<file path="config.mk">
export PLATFORM = sky130hd
export DESIGN_NAME = wwd_display_sink
export DESIGN_NICKNAME = d
export VERILOG_FILES = /design/src/rtl/wwd_display_sink.sv
export SDC_FILE = /design/constraint.sdc
export NUM_CORES = 1
export LEC_CHECK = 0
export CAP_MARGIN = 40
export CORE_MARGIN = 2
export CORE_UTILIZATION = 59
export DETAILED_ROUTE_END_ITERATION = 8
export PLACE_DENSITY = 0.8
export SETUP_SLACK_MARGIN = 0.3
export SYNTH_ARGS = -nofsm -noshare
export SYNTH_HDL_FRONTEND = slang
export SYNTH_SLANG_ARGS = --single-unit
</file>
<file path="constraint.sdc">
create_clock -name clk -period 5.65 [get_ports clk]
set_clock_uncertainty 0.1 [all_clocks]
set_input_delay 0.565 -clock clk [delete_from_list [all_inputs] [get_ports clk]]
set_output_delay 0.565 -clock clk [all_outputs]
set_load 0.05 [all_outputs]
</file>
<file path="src/rtl/wwd_display_sink.sv">
// ---------------------------------------------------------------------------
// wwd_display_sink
// Receiving end of the CPU WWD output port. Words strobed in by the CPU are
// buffered in a small FIFO and each one is held on a 4-digit multiplexed
// 7-segment display for at least DWELL_CYCLES clocks, so bursts stay legible.
// The CPU is back-pressured through wwd_ready. The CPU PC low byte is
// registered onto the LEDs.
//
// Optional build macro: WWD_DISPLAY_OVERRIDE_EN
//   Adds override_valid/override_data. While override_valid is high the
//   display scans override_data, the dwell timer freezes and no pops occur
//   (pushes still accepted).
//
// Ports
//   clk             system clock, rising edge
//   reset_cpu       asynchronous active-high reset
//   wwd_valid       one-cycle strobe, wwd_data offered this cycle
//   wwd_data[15:0]  word to display
//   wwd_ready       combinational, high while the FIFO is not full
//   pc_in[7:0]      CPU PC low byte
//   pc_led[7:0]     registered copy of pc_in
//   seg[6:0]        active-low segments {g,f,e,d,c,b,a}
//   an[3:0]         active-low digit enables, an[0] is the rightmost digit
//   override_valid  (macro only) select override_data for display
//   override_data   (macro only) word displayed during override
//   fifo_count      current FIFO occupancy
//   overflow        sticky, set when an offered word is dropped
//
// state | meaning
// IDLE  | nothing shown since reset, waiting for the first word
// SHOW  | a word is on display, dwell timer counting down
// HOLD  | dwell expired with FIFO empty, last word stays on display
// ---------------------------------------------------------------------------
module wwd_display_sink #(
  parameter int DEPTH        = 4,
  parameter int DWELL_CYCLES = 50000000,
  parameter int SCAN_CYCLES  = 50000
) (
  input  logic                     clk,
  input  logic                     reset_cpu,
  input  logic                     wwd_valid,
  input  logic [15:0]              wwd_data,
  output logic                     wwd_ready,
  input  logic [7:0]               pc_in,
  output logic [7:0]               pc_led,
  output logic [6:0]               seg,
  output logic [3:0]               an,
`ifdef WWD_DISPLAY_OVERRIDE_EN
  input  logic                     override_valid,
  input  logic [15:0]              override_data,
`endif
  output logic [$clog2(DEPTH):0]   fifo_count,
  output logic                     overflow
);

  localparam int AW = $clog2(DEPTH);
  localparam int CW = AW + 1;
  localparam int DW = (DWELL_CYCLES > 1) ? $clog2(DWELL_CYCLES) : 1;
  localparam int SW = (SCAN_CYCLES > 1) ? $clog2(SCAN_CYCLES) : 1;

  localparam logic [DW-1:0] DWELL_LOAD = DW'(DWELL_CYCLES - 1);
  localparam logic [SW-1:0] SCAN_LAST  = SW'(SCAN_CYCLES - 1);
  localparam logic [CW-1:0] FULL_COUNT = CW'(DEPTH);

  typedef enum logic [1:0] {
    IDLE = 2'd0,
    SHOW = 2'd1,
    HOLD = 2'd2
  } state_t;

  logic [15:0]   r_mem [DEPTH];
  logic [AW-1:0] r_wr_ptr;
  logic [AW-1:0] r_rd_ptr;
  logic [CW-1:0] r_count;
  logic          r_overflow;

  state_t        r_state;
  state_t        w_state_next;
  logic [DW-1:0] r_dwell;
  logic [15:0]   r_shown;

  logic [SW-1:0] r_scan_cnt;
  logic [1:0]    r_digit;
  logic [3:0]    r_an;
  logic [6:0]    r_seg;
  logic [7:0]    r_pc_led;

  logic          w_push;
  logic          w_drop;
  logic          w_pop;
  logic          w_empty;
  logic          w_freeze;
  logic          w_dwell_load;
  logic          w_dwell_dec;
  logic          w_scan_wrap;
  logic [1:0]    w_digit_next;
  logic [15:0]   w_shown_next;
  logic [15:0]   w_disp_next;
  logic [3:0]    w_nibble;

`ifdef WWD_DISPLAY_OVERRIDE_EN
  assign w_freeze = override_valid;
`else
  assign w_freeze = 1'b0;
`endif

  // Ready reflects the pre-edge count, so a push into a full FIFO is dropped
  // even when a pop happens on the same edge.
  assign wwd_ready  = (r_count != FULL_COUNT);
  assign w_empty    = (r_count == '0);
  assign w_push     = wwd_valid & wwd_ready;
  assign w_drop     = wwd_valid & ~wwd_ready;
  assign fifo_count = r_count;
  assign overflow   = r_overflow;
  assign pc_led     = r_pc_led;
  assign an         = r_an;
  assign seg        = r_seg;

  // FIFO storage and pointers
  always_ff @(posedge clk or posedge reset_cpu) begin
    if (reset_cpu) begin
      for (int i = 0; i < DEPTH; i++) r_mem[i] <= '0;
      r_wr_ptr   <= '0;
      r_rd_ptr   <= '0;
      r_count    <= '0;
      r_overflow <= 1'b0;
    end else begin
      if (w_push) begin
        r_mem[r_wr_ptr] <= wwd_data;
        r_wr_ptr        <= r_wr_ptr + AW'(1);
      end
      if (w_pop) r_rd_ptr <= r_rd_ptr + AW'(1);
      case ({w_push, w_pop})
        2'b10:   r_count <= r_count + CW'(1);
        2'b01:   r_count <= r_count - CW'(1);
        default: r_count <= r_count;
      endcase
      if (w_drop) r_overflow <= 1'b1;
    end
  end

  // Display sequencing FSM: state register
  always_ff @(posedge clk or posedge reset_cpu) begin
    if (reset_cpu) begin
      r_state <= IDLE;
      r_dwell <= '0;
      r_shown <= '0;
    end else begin
      r_state <= w_state_next;
      r_shown <= w_shown_next;
      if (w_dwell_load)     r_dwell <= DWELL_LOAD;
      else if (w_dwell_dec) r_dwell <= r_dwell - DW'(1);
    end
  end

  // Display sequencing FSM: next state and pop decision
  always_comb begin
    w_state_next = r_state;
    w_pop        = 1'b0;
    w_dwell_load = 1'b0;
    w_dwell_dec  = 1'b0;
    case (r_state)
      IDLE, HOLD: begin
        if (!w_empty && !w_freeze) begin
          w_pop        = 1'b1;
          w_dwell_load = 1'b1;
          w_state_next = SHOW;
        end
      end
      SHOW: begin
        if (r_dwell != '0) begin
          w_dwell_dec = ~w_freeze;
        end else if (!w_empty) begin
          // dwell expired with more queued: swap straight to the next word
          if (!w_freeze) begin
            w_pop        = 1'b1;
            w_dwell_load = 1'b1;
          end
        end else begin
          w_state_next = HOLD;
        end
      end
      default: w_state_next = IDLE;
    endcase
  end

  assign w_shown_next = w_pop ? r_mem[r_rd_ptr] : r_shown;

  // seg is built from the post-edge word so a freshly popped word appears on
  // the same edge it is popped.
`ifdef WWD_DISPLAY_OVERRIDE_EN
  assign w_disp_next = w_freeze ? override_data : w_shown_next;
`else
  assign w_disp_next = w_shown_next;
`endif

  assign w_scan_wrap  = (r_scan_cnt == SCAN_LAST);
  assign w_digit_next = w_scan_wrap ? r_digit + 2'd1 : r_digit;

  always_comb begin
    w_nibble = w_disp_next[3:0];
    case (w_digit_next)
      2'd0: w_nibble = w_disp_next[3:0];
      2'd1: w_nibble = w_disp_next[7:4];
      2'd2: w_nibble = w_disp_next[11:8];
      2'd3: w_nibble = w_disp_next[15:12];
      default: w_nibble = w_disp_next[3:0];
    endcase
  end

  function automatic logic [6:0] hex_to_seg(input logic [3:0] nib);
    logic [6:0] s;
    case (nib)
      4'h0: s = 7'h40;
      4'h1: s = 7'h79;
      4'h2: s = 7'h24;
      4'h3: s = 7'h30;
      4'h4: s = 7'h19;
      4'h5: s = 7'h12;
      4'h6: s = 7'h02;
      4'h7: s = 7'h78;
      4'h8: s = 7'h00;
      4'h9: s = 7'h10;
      4'hA: s = 7'h08;
      4'hB: s = 7'h03;
      4'hC: s = 7'h46;
      4'hD: s = 7'h21;
      4'hE: s = 7'h06;
      default: s = 7'h0E;
    endcase
    return s;
  endfunction

  // Digit scan; an and seg move together on the same edge
  always_ff @(posedge clk or posedge reset_cpu) begin
    if (reset_cpu) begin
      r_scan_cnt <= '0;
      r_digit    <= 2'd0;
      r_an       <= 4'b1110;
      r_seg      <= 7'h40;
    end else begin
      r_scan_cnt <= w_scan_wrap ? '0 : r_scan_cnt + SW'(1);
      r_digit    <= w_digit_next;
      r_an       <= ~(4'b0001 << w_digit_next);
      r_seg      <= hex_to_seg(w_nibble);
    end
  end

  always_ff @(posedge clk or posedge reset_cpu) begin
    if (reset_cpu) r_pc_led <= 8'h00;
    else           r_pc_led <= pc_in;
  end

endmodule

</file>
==> Word-level counts from Yosys, hierarchy flattened <==
Memory sizes are Yosys's and may differ from the RTL's. A register that Yosys moved wholly into a read port is not among the register bits.
Index checks and enable logic that the tools add are counted.
{ "word_totals": {"regBits": 146, "romBits": 112, "in_bits": 27, "memories": 1} }
{ "classes": {"add_sub_neg": 7, "n_lt_le_gt_ge": 3, "eq_ne": 12, "shifts": 1, "n_mux": 22, "bitwise": 6, "reduce_logical": 9} }
{ "mem_list": {"columns": ["memory", "words", "word_bits", "read_ports", "rd_ports_with_merged_regs", "write_ports", "line", "text"], "rows": [
  ["(no name shown)", 16, 7, 1, 1, 0, "213", "case (nib)"]
]} }
{ "op_table": {"columns": ["cell", "count"], "rows": [
  ["16-bit two-way mux", 5],
  ["64-bit bitwise mux", 1],
  ["26-bit two-way mux", 2],
  ["16-bit binary-select mux with 2-bit select", 1],
  ["16-bit demux with 2-bit select", 1],
  ["26-bit nonzero test", 1],
  ["26-bit by 1-bit subtractor with 26-bit output (second input constant)", 1],
  ["16-bit by 1-bit adder with 16-bit output (second input constant)", 1],
  ["16-bit equality test (second input constant)", 1],
  ["4-bit case mux with 4 select lines", 1],
  ["2-bit equality test (second input constant)", 4],
  ["2-bit two-way mux", 4],
  ["2-bit by 1-bit adder with 2-bit output (second input constant)", 3],
  ["2-bit by 1-bit equality test with 1-bit output (second input constant)", 3],
  ["3-bit >= comparator (second input constant)", 2],
  ["2-bit inequality test (second input constant)", 3],
  ["2-bit NOT with 3-bit output", 2],
  ["3-bit case mux with 2 select lines", 1],
  ["2-bit zero test", 2],
  ["1-bit two-way mux", 4],
  ["4-bit NOT", 1],
  ["2-bit case mux with 2 select lines", 1],
  ["2-bit nonzero test", 2],
  ["1-bit by 2-bit << shifter with 4-bit output (first input constant)", 1],
  ["other kinds (11)", 12]
]} }

==> Logic depth before layout (Yosys ltp) <==
{ "depth": {"depth_word": 6, "depth_mapped": 16, "depth_no_buf": 15} }

==> Least setup slack after synthesis <==
No wires, ideal clock.
{ "synth_timing": {"kind": "reg2reg", "startpoint": "register r_dwell[0]", "endpoint": "register r_count[2], in the netlist fifo_count[2]", "arrival_time_ns": 3.267, "required_time_ns": 5.468, "slack_ns": 2.200, "stages_incl_launch_ff": 16, "n_path_buf": 2, "synth_period_minus_slack_ns": 3.450, "path_cell_list": "dfrtp_1 -> inv_1 -> ha_1 -> nor3b_1 -> nand4_4 -> o31ai_4 -> nand2_2 -> inv_2 -> clkbuf_1 -> clkbuf_1 -> ha_1 -> inv_1 -> fa_1 -> xor2_1 -> nor2_1 -> xor2_1"} }
{ "synth_between": {"elab_chain_len": 5} }
{ "synth_lines": {"columns": ["item", "line", "text"], "rows": [
  ["from (decl)", "79", "logic [DW-1:0] r_dwell;"],
  ["from (signal assigned)", "152", "else if (w_dwell_dec) r_dwell <= r_dwell - DW'(1);"],
  ["26-bit nonzero test *", "171", "if (r_dwell != '0) begin"],
  ["1-bit two-way mux *", "171", null],
  ["1-bit case mux with 2 select lines *", "162", "case (r_state)"],
  ["2-bit by 1-bit equality test with 1-bit output or 2-bit equality test (tied branches)", "133", "case ({w_push, w_pop})"],
  ["3-bit case mux with 2 select lines or 2-bit nonzero test (tied branches)", null, null],
  ["to (signal assigned)", "134", "2'b10: r_count <= r_count + CW'(1);"],
  ["to (signal assigned)", "135", "2'b01: r_count <= r_count - CW'(1);"],
  ["to (signal assigned)", "136", "default: r_count <= r_count;"],
  ["to (decl)", "74", "logic [CW-1:0] r_count;"]
]} }
Every way passes the cells marked *; elsewhere a longest branch is shown, timed or not.
A chain may end at the register's enable or synchronous reset.

==> Final worst setup path <==
{ "layout_timing": {"startpoint": "register r_dwell[0]", "endpoint": "register r_seg[6], in the netlist seg[6]"} }
{ "layout_between": {"elab_chain_len": 5} }
{ "layout_lines": {"columns": ["item", "line", "text"], "rows": [
  ["26-bit nonzero test", "171", null],
  ["1-bit two-way mux", "171", null],
  ["1-bit case mux with 2 select lines", "162", null],
  ["16-bit two-way mux", "187", "assign w_shown_next = w_pop ? r_mem[r_rd_ptr] : r_shown;"],
  ["4-bit case mux with 4 select lines", "202", "case (w_digit_next)"],
  ["to (decl)", "85", "logic [6:0] r_seg;"]
]} }
Every way passes these cells.

==> flow_summary.html <==
<table>
<tr><th>Metric</th><th>Value</th></tr>
<tr><th colspan="2">Power and ir drop</th></tr>
<tr><td>Net switching power of the design</td><td>965.7 uW</td></tr>
<tr><td>Share of power burned in the clock network</td><td>31.3%</td></tr>
<tr><td>Pwr Density</td><td>396.7 nW/um2</td></tr>
<tr><td>Worst ir drop on vdd</td><td>0.3695 mV</td></tr>
<tr><td>Reported leakage power</td><td>0.003588 uW</td></tr>
<tr><td>Net switching share of the total power</td><td>slightly below 30%</td></tr>
<tr><td>Internal power consumption</td><td>2374 uW</td></tr>
<tr><td>Relative contribution of sequential cells to total power</td><td>44.9%</td></tr>
<tr><td>Combinational power share</td><td>23.8%</td></tr>
<tr><th colspan="2">Clock tree</th></tr>
<tr><td>Hold buffer count at CTS</td><td>0</td></tr>
<tr><td>Maximum level of the CTS H-tree</td><td>4</td></tr>
<tr><td>Post-cts repair resize count</td><td>0</td></tr>
<tr><td>Worst-case clock buffer depth</td><td>2</td></tr>
<tr><td>Insertion delay of the later-clocked pin in the worst-skew pair</td><td>420 ps</td></tr>
<tr><td>Worst-path clk slew</td><td>around 60 ps</td></tr>
<tr><td>TritonCTS clock tree</td><td>done</td></tr>
<tr><td>Clock tree root driver cell</td><td>clkbuf_16</td></tr>
<tr><td>Cts bufs inserted</td><td>17</td></tr>
<tr><td>Buffer count from post-CTS setup fixing</td><td>0</td></tr>
<tr><td>Clock sink count</td><td>153</td></tr>
<tr><th colspan="2">STA</th></tr>
<tr><td>Max-slew violation count</td><td>0</td></tr>
<tr><td>Headroom to the max-slew limit</td><td>43.80%</td></tr>
<tr><td>Final hold vios</td><td>0</td></tr>
<tr><td>Minimum clock period after layout</td><td>roughly 4300 ps</td></tr>
<tr><td>Tcrit/Tclk final</td><td>75.51%</td></tr>
<tr><td>Max frequency</td><td>234.4 MHz</td></tr>
<tr><td>Setup repair after global routing missed its margin</td><td>no</td></tr>
<tr><td>Slew at the pin closest to its max-slew limit</td><td>842.9 ps</td></tr>
<tr><td># setup viols final</td><td>0</td></tr>
<tr><td>Final critical-path setup slack</td><td>1384 ps</td></tr>
<tr><td>Final TNS setup</td><td>0 ps</td></tr>
<tr><th colspan="2">Hold path</th></tr>
<tr><td>Endpoint, Worst Hold</td><td>r_scan_cnt[0]$_DFF_PP0_</td></tr>
<tr><td>Launch point of the worst hold path</td><td>r_scan_cnt[0]$_DFF_PP0_</td></tr>
<tr><td>Worst min-delay path class</td><td>reg2reg</td></tr>
<tr><td>Hold Path Stages</td><td>1</td></tr>
<tr><th colspan="2">Global routing</th></tr>
<tr><td>Antenna violations before repair</td><td>0</td></tr>
<tr><td>Global Route Usage Sum</td><td>a little under a quarter</td></tr>
<tr><td>Wire length of the first global-routing pass</td><td>24.01 mm</td></tr>
<tr><td>Via count of the first global-routing pass</td><td>4,900</td></tr>
<tr><td>Pin count of the biggest net entering global routing</td><td>57</td></tr>
<tr><td>Total congestion overflow</td><td>0</td></tr>
<tr><th colspan="2">Die</th></tr>
<tr><td>I/O pins</td><td>51</td></tr>
<tr><td>Core Rows</td><td>40</td></tr>
<tr><td>Die Width</td><td>114.8 um</td></tr>
<tr><td>Core Region</td><td>approximately 12,000 um2</td></tr>
<tr><td>Die height</td><td>114.8 um</td></tr>
<tr><td>Die area</td><td>13,180 um2</td></tr>
<tr><td>Initial standard-cell utilization of the core</td><td>60.32%</td></tr>
<tr><th colspan="2">Synthesis</th></tr>
<tr><td>Area of the mapped netlist</td><td>around 7200 um2</td></tr>
<tr><td>Largest cells by area after synthesis</td><td>dfrtp_1, mux2_2, mux4_2</td></tr>
<tr><td>Yosys warns</td><td>0</td></tr>
<tr><td>Area share of the largest cell type after synthesis</td><td>51.46%</td></tr>
<tr><td>Number of synthesized register bits</td><td>153</td></tr>
<tr><td>Syn Area/Cell</td><td>~12 um2</td></tr>
<tr><td>Number of enable-type register cells in the synthesized netlist</td><td>0</td></tr>
<tr><td>Post-synthesis async set-or-reset flop share</td><td>100.0%</td></tr>
<tr><td>Share of synthesized area occupied by flip-flops and latches</td><td>between 50 and 60%</td></tr>
<tr><td>Most instantiated cells after synthesis</td><td>dfrtp_1, nand2_1, mux2_2, nor2_1, xnor2_1</td></tr>
<tr><td>Main synth FF type</td><td>dfrtp_1</td></tr>
<tr><td>Synthesized instance count</td><td>598</td></tr>
<tr><td>Most common cell in the synthesized netlist</td><td>dfrtp_1</td></tr>
<tr><td>Post-synthesis cell type with the largest combined area</td><td>dfrtp_1</td></tr>
<tr><td>Count of distinct cell types in the synthesized netlist</td><td>65</td></tr>
<tr><td>Number of nets in the synthesized netlist</td><td>between 600 and 700</td></tr>
<tr><th colspan="2">Detailed routing</th></tr>
<tr><td>Antenna viol nets, final</td><td>0</td></tr>
<tr><td>Wire length per cell</td><td>~18 um</td></tr>
<tr><td>Remaining design rule violation count</td><td>0</td></tr>
<tr><td>Detail-routed via count per cell</td><td>between 5 and 6</td></tr>
<tr><td>Count of TritonRoute iterations in the first routing pass</td><td>4</td></tr>
<tr><td>Total number of vias</td><td>4,712</td></tr>
<tr><td>Number of violations reported at the end of detailed-routing iteration 0</td><td>slightly below 300</td></tr>
<tr><td>Wire length reported by the detailed router</td><td>14.20 mm</td></tr>
<tr><th colspan="2">Worst setup path</th></tr>
<tr><td>Critical path arrival</td><td>4520 ps</td></tr>
<tr><td>Critical path capture point type</td><td>flop</td></tr>
<tr><td>Critical register-to-register path startpoint</td><td>r_dwell[0]$_DFFE_PP0P_</td></tr>
<tr><td>Worst R2R End</td><td>seg[6]$_DFF_PP1_</td></tr>
<tr><td>R2R depth</td><td>11</td></tr>
<tr><td>Worst EP required</td><td>5900 ps</td></tr>
<tr><td>Worst reg-to-reg setup slack</td><td>roughly 1400 ps</td></tr>
<tr><td>Category of the most critical setup path</td><td>reg2reg</td></tr>
<tr><td>Maximum fanout encountered on the critical timing path</td><td>25</td></tr>
<tr><td>Sort of element at the start of the critical path</td><td>flop</td></tr>
<tr><th colspan="2">Finish</th></tr>
<tr><td>Fraction of final layout cells sized beyond drive strength 1</td><td>21.58%</td></tr>
<tr><td>Count of inserted antenna diode cells</td><td>0</td></tr>
<tr><td>Post-route cell area</td><td>8417 um2</td></tr>
<tr><td>Fraction of the core area covered by cells at the end of the flow</td><td>70.07%</td></tr>
<tr><td>Fillers</td><td>850</td></tr>
<tr><td>Layout area overhead</td><td>16.16%</td></tr>
<tr><td>Total area of multi-input combinational cells</td><td>3228 um2</td></tr>
<tr><td>Net count, final</td><td>687</td></tr>
<tr><td>Register cell area after layout</td><td>approximately 3800 um2</td></tr>
<tr><td>Number of standard cells in the layout, taps in and fillers out</td><td>805</td></tr>
<tr><th colspan="2">Placed design</th></tr>
<tr><td>Count of buffers from port buffering</td><td>50</td></tr>
<tr><td>Number of cells after detailed placement</td><td>773</td></tr>
<tr><td>Dpl hpwl</td><td>9.671 mm</td></tr>
<tr><td>Post-Place Worst Slack</td><td>between 1000 and 1500 ps</td></tr>
<tr><td>Post-Place Cell Area</td><td>7873 um2</td></tr>
<tr><td>RD Place Congestion</td><td>roughly 0.88</td></tr>
<tr><th colspan="2">Run</th></tr>
<tr><td>Number of max-cap violations</td><td>0</td></tr>
<tr><th colspan="2">Outcome</th></tr>
<tr><td>Result of the run</td><td>completed</td></tr>
</table>
-- logic make-up (layout without fill, tap and decap cells) --
group / after synthesis / in the layout / share of synthesized area [%]
multiplexers: 94 / 94 / 17.27
flip-flops: 153 / 153 / 52.91
XOR/XNOR: 40 / 40 / 4.835
buffers and inverters: 45 / 105 / 2.538
adder cells (fa/ha/maj): 15 / 15 / 2.694
AND/OR/NAND/NOR: 196 / 196 / 13.81
AO/OA/AOI/OAI: 55 / 55 / 5.940
-- worst max-delay path, stage by stage (launching register included) --
cell and delay [ps]:
dfrtp_1 400, inv_1 90, ha_1 140, nor3b_1 370, nand4_4 240, o31ai_4 360
nand2_2 370, inv_2 460, mux4_2 620, a211oi_4 490, mux2_1 370, a22o_1 180
-- how the worst max path moves through the flow --
stage / cells past startpoint / start / to
6_report: 11 / r_dwell[0]$_DFFE_PP0P_ / seg[6]$_DFF_PP1_
5_1_grt: 11 / r_dwell[0]$_DFFE_PP0P_ / seg[6]$_DFF_PP1_
4_1_cts: 11 / r_dwell[0]$_DFFE_PP0P_ / seg[6]$_DFF_PP1_
3_5_place_dp: 11 / r_dwell[0]$_DFFE_PP0P_ / seg[6]$_DFF_PP1_
3_3_place_gp: 11 / r_dwell[0]$_DFFE_PP0P_ / seg[6]$_DFF_PP1_
2_1_floorplan: 1 / reset_cpu / an[0]$_DFF_PP0_
-- flip-flops by register name (all words and copies together), names as in the netlist, 2 cells and up --
| signal | cells |
|---|---|
| r_rd_ptr | 2 |
| r_scan_cnt | 16 |
| an | 4 |
| r_mem | 64 |
| r_state | 2 |
| pc_led | 8 |
| seg | 7 |
| r_dwell | 26 |
| r_digit | 2 |
| fifo_count | 3 |
| r_wr_ptr | 2 |
| r_shown | 16 |
-- layout make-up --
class / instances / share of cell area (%)
clock inverter: 12 / 1.041
timing repair buffer: 54 / 6.541
sequential: 153 / 45.55
inverter: 19 / 0.9068
multi-input combinational: 400 / 38.35
clock buffer: 20 / 5.426
tap: 147 / 2.185
-- power by group through the flow --
stage | clock network, uW | registers, uW | logic [uW]
floorplan | 0 | 1530 | 546
global placement | 0 | 1490 | 760
detailed placement | 0 | 1510 | 796
CTS | 1060 | 1500 | 802
global route | 1110 | 1530 | 862
finish | 1050 | 1500 | 793
-- per-stage QoR --
step | total power [uW] | hold WS [ps]
after floorplan | 2074 | 325.1
after global placement | 2246 | 341.2
after detailed placement | 2310 | 350.3
after CTS | 3363 | 359.0
after global routing | 3502 | 377.4
final | 3339 | 352.7
-- per-layer routing --
metal	global-route usage (%)	up-vias	wire (um)
met2	39.49	107	7187
met4	7.791	0	216
li1	-	2208	-
met5	0	-	0
met1	30.53	2376	6232
met3	6.273	21	561
-- cells in the final DEF (no fill, tap or decap), types with 3 or more instances in the layout --
cell type	count
mux4_2	18
xnor2_1	24
xor2_1	16
nand2_1	73
and3_1	8
inv_6	7
o211ai_1	7
clkdlybuf4s50_1	50
nand3_1	19
buf_4	3
mux2i_1	8
a211oi_1	3
o311ai_0	4
clkbuf_16	17
dfstp_2	4
nor2_1	35
clkinv_2	4
or2_2	3
nor3b_1	3
nand2b_1	5
nor3_1	16
o21ai_0	16
ha_1	14
mux2_2	66
inv_1	16
and2_1	3
dfrtp_1	149
nor4_1	5
or3_1	4
No activity file was read; power rests on OpenSTA's default activity.
